--- src/rtl/stream_merge_buffer.sv ---
// Dual-lane buffered round-robin merge with per-lane id-based flush/squash.
// Each lane has a DEPTH-entry FIFO feeding one registered output port.
`ifndef ADDRESS_WIDTH
`define ADDRESS_WIDTH 32
`endif
`ifndef ID_WIDTH
`define ID_WIDTH 8
`endif

module stream_merge_buffer #(
  parameter int unsigned ADDR_W = `ADDRESS_WIDTH,
  parameter int unsigned ID_W   = `ID_WIDTH,
  parameter int unsigned DEPTH  = 4
) (
  input  logic              clk,
  input  logic              reset,
  input  logic [ADDR_W-1:0] in_address_1,
  input  logic [ID_W-1:0]   in_id_1,
  input  logic              in_valid_1,
  output logic              out_stall_1,
  input  logic              flush_1,
  input  logic [ID_W-1:0]   flush_id_1,
  input  logic [ADDR_W-1:0] in_address_2,
  input  logic [ID_W-1:0]   in_id_2,
  input  logic              in_valid_2,
  output logic              out_stall_2,
  input  logic              flush_2,
  input  logic [ID_W-1:0]   flush_id_2,
  input  logic              in_stall,
  output logic [ADDR_W-1:0] out_address,
  output logic [ID_W-1:0]   out_id,
  output logic              out_valid,
  output logic              out_lane,
  output logic [7:0]        drop_count
);

  localparam int unsigned PW = $clog2(DEPTH);
  localparam int unsigned CW = PW + 1;
  localparam logic [CW-1:0] FULL = CW'(DEPTH);

  typedef enum logic {RR_LANE1 = 1'b0, RR_LANE2 = 1'b1} rr_e;

  logic [ADDR_W-1:0] in_addr [2];
  logic [ID_W-1:0]   in_idv  [2];
  logic [ID_W-1:0]   fl_id   [2];
  logic              in_vld  [2];
  logic              fl      [2];

  logic [ADDR_W-1:0] mem_addr_q [2][DEPTH];
  logic [ID_W-1:0]   mem_id_q   [2][DEPTH];
  logic [PW-1:0]     head_q [2], head_d [2];
  logic [PW-1:0]     tail_q [2], tail_d [2];
  logic [CW-1:0]     cnt_q  [2], cnt_d  [2];

  logic              out_valid_q, out_valid_d;
  logic              out_lane_q, out_lane_d;
  logic [ADDR_W-1:0] out_addr_q, out_addr_d;
  logic [ID_W-1:0]   out_id_q, out_id_d;
  rr_e               rr_q, rr_d;
  logic [7:0]        drop_q, drop_d;

  logic          stall    [2];
  logic          out_hit  [2];
  logic          fifo_hit [2];
  logic          hit      [2];
  logic [CW-1:0] k        [2];
  logic [CW-1:0] sq       [2];
  logic          in_drop  [2];
  logic          push     [2];
  logic          pop      [2];

  logic        elig1, elig2, load, any_gnt, gnt;
  logic [15:0] inc;
  logic [16:0] total;

  always_comb begin
    in_addr[0] = in_address_1;  in_addr[1] = in_address_2;
    in_idv[0]  = in_id_1;       in_idv[1]  = in_id_2;
    in_vld[0]  = in_valid_1;    in_vld[1]  = in_valid_2;
    fl[0]      = flush_1;       fl[1]      = flush_2;
    fl_id[0]   = flush_id_1;    fl_id[1]   = flush_id_2;
  end

  // Flush search order is oldest-first: output reg, then FIFO head..tail; first hit
  // defines the squash point and everything younger on that lane goes with it.
  always_comb begin
    for (int unsigned n = 0; n < 2; n++) begin
      stall[n]    = (cnt_q[n] == FULL);
      out_hit[n]  = fl[n] && out_valid_q && (out_lane_q == 1'(n)) && (out_id_q == fl_id[n]);
      fifo_hit[n] = 1'b0;
      k[n]        = '0;
      for (int unsigned i = 0; i < DEPTH; i++) begin
        if (fl[n] && !fifo_hit[n] && (CW'(i) < cnt_q[n]) &&
            (mem_id_q[n][head_q[n] + PW'(i)] == fl_id[n])) begin
          fifo_hit[n] = 1'b1;
          k[n]        = CW'(i);
        end
      end
      if (out_hit[n]) k[n] = '0;
      hit[n]     = out_hit[n] || fifo_hit[n];
      sq[n]      = hit[n] ? (cnt_q[n] - k[n]) : '0;
      in_drop[n] = fl[n] && in_vld[n] && !stall[n] && (hit[n] || (in_idv[n] == fl_id[n]));
      push[n]    = in_vld[n] && !stall[n] && !in_drop[n];
    end
  end

  always_comb begin
    elig1   = (cnt_q[0] != '0) && !hit[0];
    elig2   = (cnt_q[1] != '0) && !hit[1];
    load    = !out_valid_q || !in_stall || out_hit[0] || out_hit[1];
    any_gnt = elig1 || elig2;
    gnt     = (elig1 && elig2) ? (rr_q == RR_LANE2) : elig2;
    pop[0]  = load && any_gnt && !gnt;
    pop[1]  = load && any_gnt && gnt;

    out_valid_d = out_valid_q;
    out_lane_d  = out_lane_q;
    out_addr_d  = out_addr_q;
    out_id_d    = out_id_q;
    rr_d        = rr_q;
    if (load) begin
      out_valid_d = any_gnt;
      if (any_gnt) begin
        out_addr_d = mem_addr_q[gnt][head_q[gnt]];
        out_id_d   = mem_id_q[gnt][head_q[gnt]];
        out_lane_d = gnt;
        rr_d       = gnt ? RR_LANE1 : RR_LANE2;
      end
    end
  end

  always_comb begin
    for (int unsigned n = 0; n < 2; n++) begin
      if (hit[n]) begin
        head_d[n] = head_q[n];
        tail_d[n] = head_q[n] + k[n][PW-1:0];
        cnt_d[n]  = k[n];
      end else begin
        head_d[n] = head_q[n] + PW'(pop[n]);
        tail_d[n] = tail_q[n] + PW'(push[n]);
        cnt_d[n]  = cnt_q[n] + CW'(push[n]) - CW'(pop[n]);
      end
    end
    inc    = 16'(out_hit[0]) + 16'(out_hit[1]) + 16'(sq[0]) + 16'(sq[1]) +
             16'(in_drop[0]) + 16'(in_drop[1]);
    total  = 17'(drop_q) + 17'(inc);
    drop_d = (total > 17'd255) ? 8'hFF : total[7:0];
  end

  always_ff @(posedge clk or posedge reset) begin
    if (reset) begin
      for (int unsigned n = 0; n < 2; n++) begin
        head_q[n] <= '0;
        tail_q[n] <= '0;
        cnt_q[n]  <= '0;
      end
      out_valid_q <= 1'b0;
      out_lane_q  <= 1'b0;
      out_addr_q  <= '0;
      out_id_q    <= '0;
      rr_q        <= RR_LANE1;
      drop_q      <= '0;
    end else begin
      for (int unsigned n = 0; n < 2; n++) begin
        head_q[n] <= head_d[n];
        tail_q[n] <= tail_d[n];
        cnt_q[n]  <= cnt_d[n];
      end
      out_valid_q <= out_valid_d;
      out_lane_q  <= out_lane_d;
      out_addr_q  <= out_addr_d;
      out_id_q    <= out_id_d;
      rr_q        <= rr_d;
      drop_q      <= drop_d;
    end
  end

  always_ff @(posedge clk) begin
    for (int unsigned n = 0; n < 2; n++) begin
      if (push[n]) begin
        mem_addr_q[n][tail_q[n]] <= in_addr[n];
        mem_id_q[n][tail_q[n]]   <= in_idv[n];
      end
    end
  end

  assign out_stall_1 = stall[0];
  assign out_stall_2 = stall[1];
  assign out_valid   = out_valid_q;
  assign out_lane    = out_lane_q;
  assign out_address = out_addr_q;
  assign out_id      = out_id_q;
  assign drop_count  = drop_q;

endmodule
--- config.mk ---
export PLATFORM = sky130hd
export DESIGN_NAME = stream_merge_buffer
export DESIGN_NICKNAME = d
export VERILOG_FILES = /design/src/rtl/stream_merge_buffer.sv
export SDC_FILE = /design/constraint.sdc
export NUM_CORES = 1
export LEC_CHECK = 0
export CELL_PAD_IN_SITES_DETAIL_PLACEMENT = 0
export CELL_PAD_IN_SITES_GLOBAL_PLACEMENT = 2
export CORE_MARGIN = 3
export CORE_UTILIZATION = 42
export CTS_BUF_LIST = sky130_fd_sc_hd__clkbuf_16
export CTS_CLUSTER_DIAMETER = 30
export DETAILED_ROUTE_END_ITERATION = 16
export GPL_ROUTABILITY_DRIVEN = 0
export GPL_TIMING_DRIVEN = 0
export PLACE_DENSITY_LB_ADDON = 0.1
export SLEW_MARGIN = 20
export SYNTH_ARGS = -nofsm -noshare
export SYNTH_HDL_FRONTEND = slang
export SYNTH_SLANG_ARGS = --single-unit
--- constraint.sdc ---
create_clock -name clk -period 8.1 [get_ports clk]
set_input_delay 1.62 -clock clk [delete_from_list [all_inputs] [get_ports clk]]
set_output_delay 1.62 -clock clk [all_outputs]
set_load 0.02 [all_outputs]
==> impl.org <==
** Detailed routing
- Dividing the detail-routed wire length by the instance count gives 23.4 um.
- Detailed-routed wire length on met2 :: 24,800 um
- Average vias per placed instance :: 5.28
- For this block, the initial DRC count from the detailed router was 626.
- For this block, the routed nets add up to 50,600 um of wire.
- In the routed design, unresolved DRC markers number 0.
- The count of nets left with antenna violations once routing finished came out at 0.
- Detailed routing inserted a total of 11.4k vias.
- In the final routing, the length of wire on met1 measures 22,300 um.
- The first TritonRoute pass finished after 4 iterations.
- Wire segments on met3 add up to 2390 um in the final route.
- After detailed routing, no signal wire sits above met5.

** STA
- After routing, the total negative slack on setup checks comes to 0 ns.
- Hold violation count in the final report :: 0
- Worst rel slew slack :: 0.312
- On the final layout, the worst clock skew is 0.0352 ns.
- Dividing the final minimum period by the clock period gives 0.816.
- Static timing analysis puts the maximum clock frequency at 151 MHz.
- Across all setup checks in the final design, the least slack found is 1.49 ns.
- Slew of the pin with the lowest slew margin :: 1.03 ns
- Setup repair after global routing left no endpoint under its margin.
- Final setup violation count :: 0
- Final period demand of the worst path :: 6.61 ns
- The number of slew-limit violations in the final report is 0.

** Synthesis
- By area the synthesized netlist is led by sky130_fd_sc_hd__edfxtp_1 53%, sky130_fd_sc_hd__dfrtp_1 8.9%, sky130_fd_sc_hd__mux2i_1 8.2%.
- Synth warnings :: 0
- After synthesis the netlist holds a flip-flop and latch count of 385.
- The netlist uses 69 different library cells.
- The average instance in the mapped netlist occupies 14.7 um^2.
- Largest area contributor in the synthesized netlist :: sky130_fd_sc_hd__edfxtp_1
- The share of the Yosys chip area taken by registers is 0.616.
- The synthesized netlist occupies a cell area of 18,200 um^2.
- Cell with the most instances after synthesis :: sky130_fd_sc_hd__edfxtp_1
- For this run, asynchronously set or reset flops after synthesis account for 0.169.
- Fraction of synthesized cell area taken by the top area cell type :: 0.527
- Commonest register cell after synthesis :: sky130_fd_sc_hd__edfxtp_1
- Most numerous cell types in the synthesized netlist :: 320 x sky130_fd_sc_hd__edfxtp_1, 150 x sky130_fd_sc_hd__mux2i_1, 75 x sky130_fd_sc_hd__xnor2_1
- When the netlist entered floorplanning its net count stood at 1,378.
- Syn Inst Count :: 1,242
- Number of enable flip-flop cells after synthesis :: 320

** Global routing
- Across every metal layer, demand over resource in global routing totals 0.220.
- The initial antenna violation count was 4.
- Via count of the first global-routing pass :: 11.9k
- The first global-routing pass estimated 75,800 um of wire.
- Grt total ovfl :: 0
- Entering global routing, the biggest net connects 41 pins.

** Clock network
- Clock tree synthesis inserted a total of 89 buffers.
- Clk Latency, worst-skew pair :: 0.61 ns
- TritonCTS built the clock tree.
- The number of gates resized after CTS was 0.
- Clock-pin slew was measured on the worst setup and hold paths at 0.04 ns.
- The number of hold buffers added after CTS was 0.
- Clock H-tree levels :: 3
- Num Clock Sinks :: 385
- The number of setup buffers added after CTS is 0.
- Counting along the longest clock path gives a buffer depth of 3.
- The cell sitting at the root of the clock tree is a sky130_fd_sc_hd__clkbuf_16.

** Floorplanning
- Height of the die :: 214 um
- Num rows :: 75
- The die covers 46,000 um^2.
- The initial utilization of the core area, before any placement, comes to 0.430.
- The core region is 42,400 um^2.
- For this design the top-level I/O count stands at 155.
- Horizontal die dimension :: 214 um

** Power
- For this design the ratio of total power to cell area is 427 nW/um^2.
- Total design power :: 10.2 mW
- In this run the static leakage power is 8.99 nW.
- Peak supply drop :: 0.229 mV

** Critical path
- Of all nets on the critical path, the largest fanout is 7.
- The startpoint identified for the worst register-to-register timing path is head_q[3].
- Reg2Reg Capture Point :: drop_count[2]
- For the worst setup path, the data arrival time is 7.05 ns.
- Walking the worst path, the cells encountered are clkdlybuf4s50_1 > o311ai_0 > a221o_1 > o41ai_2 > or2_2 > clkbuf_1 > nor2_1 > fa_1 > xor2_1 > o21ai_0 > fa_1 > inv_1 > ha_1 > ha_1 > nor2b_1 > o21ai_0 > nand2_1 > and2_1 > o21ai_0 > inv_1 > nand3_1 > o21ai_0.
- WP buf/inv :: 4
- Cell type of the slowest stage on the worst timing path :: sky130_fd_sc_hd__clkdlybuf4s50_1
- The critical path in this run is classified as in2reg.
- The cell that appears most often on the critical path is sky130_fd_sc_hd__o21ai_0.
- Max stage delay on crit path :: 0.71 ns
- Worst Reg2Reg Path Length in Cells :: 25
- Cell family with most CP delay :: compound AO/OA/AOI/OAI gates
- Worst Path Required :: 8.54 ns
- Critical path capture point type :: flop
- For flop-to-flop paths, the worst setup slack is 1.93 ns.
- Nature of the critical path startpoint :: primary input

** Worst hold path
- Path category of the worst min-delay check :: reg2reg
- Endpoint, Worst Hold :: out_address[18]
- Hold Path Cell Cnt :: 2
- The worst hold path begins at out_address[18].

** Cells and area
- After filler insertion, the fill cell instance count of the layout stands at 3,569.
- Area of all placed cells without fillers :: 23,800 um^2
- Compared with the post-synthesis result, the final layout area differs by 30.6%.
- Util after Layout :: 0.562
- After the last flow step, the layout net total stands at 1,644.
- Layout cells sized above 1 :: 0.207
- Number of diodes :: 0

** Place
- Standard cell area after detailed placement :: 20,700 um^2
- Final HPWL from detailed placement :: 36,400 um
- Worst Setup Slack post-DPL :: 0.863 ns
- Port Buffer Count :: 138

** Run
- The tool flagged a number of max-cap violations equal to 0.

** Run status
- The flow ran to the end, and the final reports show no timing, DRC or antenna violations.
## report_power, final
part | switching [mW] | total [mW] | internal (mW)
registers | 0.248 | 2.93 | 2.68
logic | 2.11 | 3.67 | 1.55
clock network | 1.13 | 3.58 | 2.45
## per-layer routing
| metal | vias up | global-route usage |
|---|---|---|
| met1 | 5773 | 0.297 |
| li1 | 5231 | - |
| met2 | 303 | 0.365 |
| met4 | 6 | 0.0605 |
| met5 | - | 0 |
| met3 | 99 | 0.0452 |
## flip-flops by register name, summed over array words and instances (netlist names)
register	count
mem_id_q	64
out_id	8
drop_count	8
head_q	4
out_lane	1
mem_addr_q	256
rr_q	1
out_valid	1
cnt_q	6
out_address	32
tail_q	4
## layout make-up
class | instances | area, um^2 | area share
repair buffers | 175 | 1740 | 0.0729
clock buffers | 91 | 2280 | 0.0956
multi-input cells | 742 | 6430 | 0.270
well taps | 577 | 722 | 0.0303
clock inverters | 75 | 800 | 0.0336
inverters | 37 | 141 | 0.00593
plain buffers | 78 | 475 | 0.0200
flip-flops and latches | 385 | 11200 | 0.472
## worst min-delay path: cells and delay by family, from the launching register on
family,cells,cell delay (ns)
flip-flops,1,0.34
AO/OA/AOI/OAI,1,0.06
AND/OR/NAND/NOR,1,0.05
## worst max path at each step
| stage | start | endpoint | slack (ns) | cells past startpoint |
|---|---|---|---|---|
| 5_1_grt | flush_id_2[7] | drop_count[2] | 1.13 | 23 |
| 6_report | flush_1 | drop_count[2] | 1.49 | 22 |
| 4_1_cts | flush_id_2[7] | drop_count[4] | 1.48 | 23 |
| 2_1_floorplan | flush_id_2[0] | mem_addr_q[1][64] | 1.09 | 10 |
| 3_5_place_dp | flush_id_2[7] | drop_count[4] | 0.86 | 23 |
| 3_3_place_gp | flush_id_2[0] | mem_addr_q[1][35] | -2.67 | 10 |
## placed cells by master (no fill, tap or decap), drive strengths merged, types with 46 or more instances in the layout
cell type        n
edfxtp         320
inv             49
dfrtp           65
clkdlybuf4s50  138
a21oi           52
mux2i          153
xnor2           75
nand2           58
nor3            46
nor2            60
buf             82
clkbuf         124
## metrics by stage
| step | hold WS, ns | cells |
|---|---|---|
| final | 0.481 | 2160 |
| after global placement | 0.478 | 1957 |
| after detailed placement | 0.474 | 1994 |
| after floorplan | 0.490 | 1242 |
| after global routing | 0.506 | 2160 |
| after CTS | 0.487 | 2160 |
## cells by family (layout without fill, tap and decap cells)
kind of cell	count (synthesis)	count (layout)	synth area share
flops	385	385	0.616
mux	222	222	0.150
simple gates	229	229	0.0610
xor+xnor	113	113	0.0542
fa+ha+maj	33	33	0.0267
buf+inv	115	456	0.0337
compound gates	145	145	0.0583
Power figures use the tool's default switching activity.
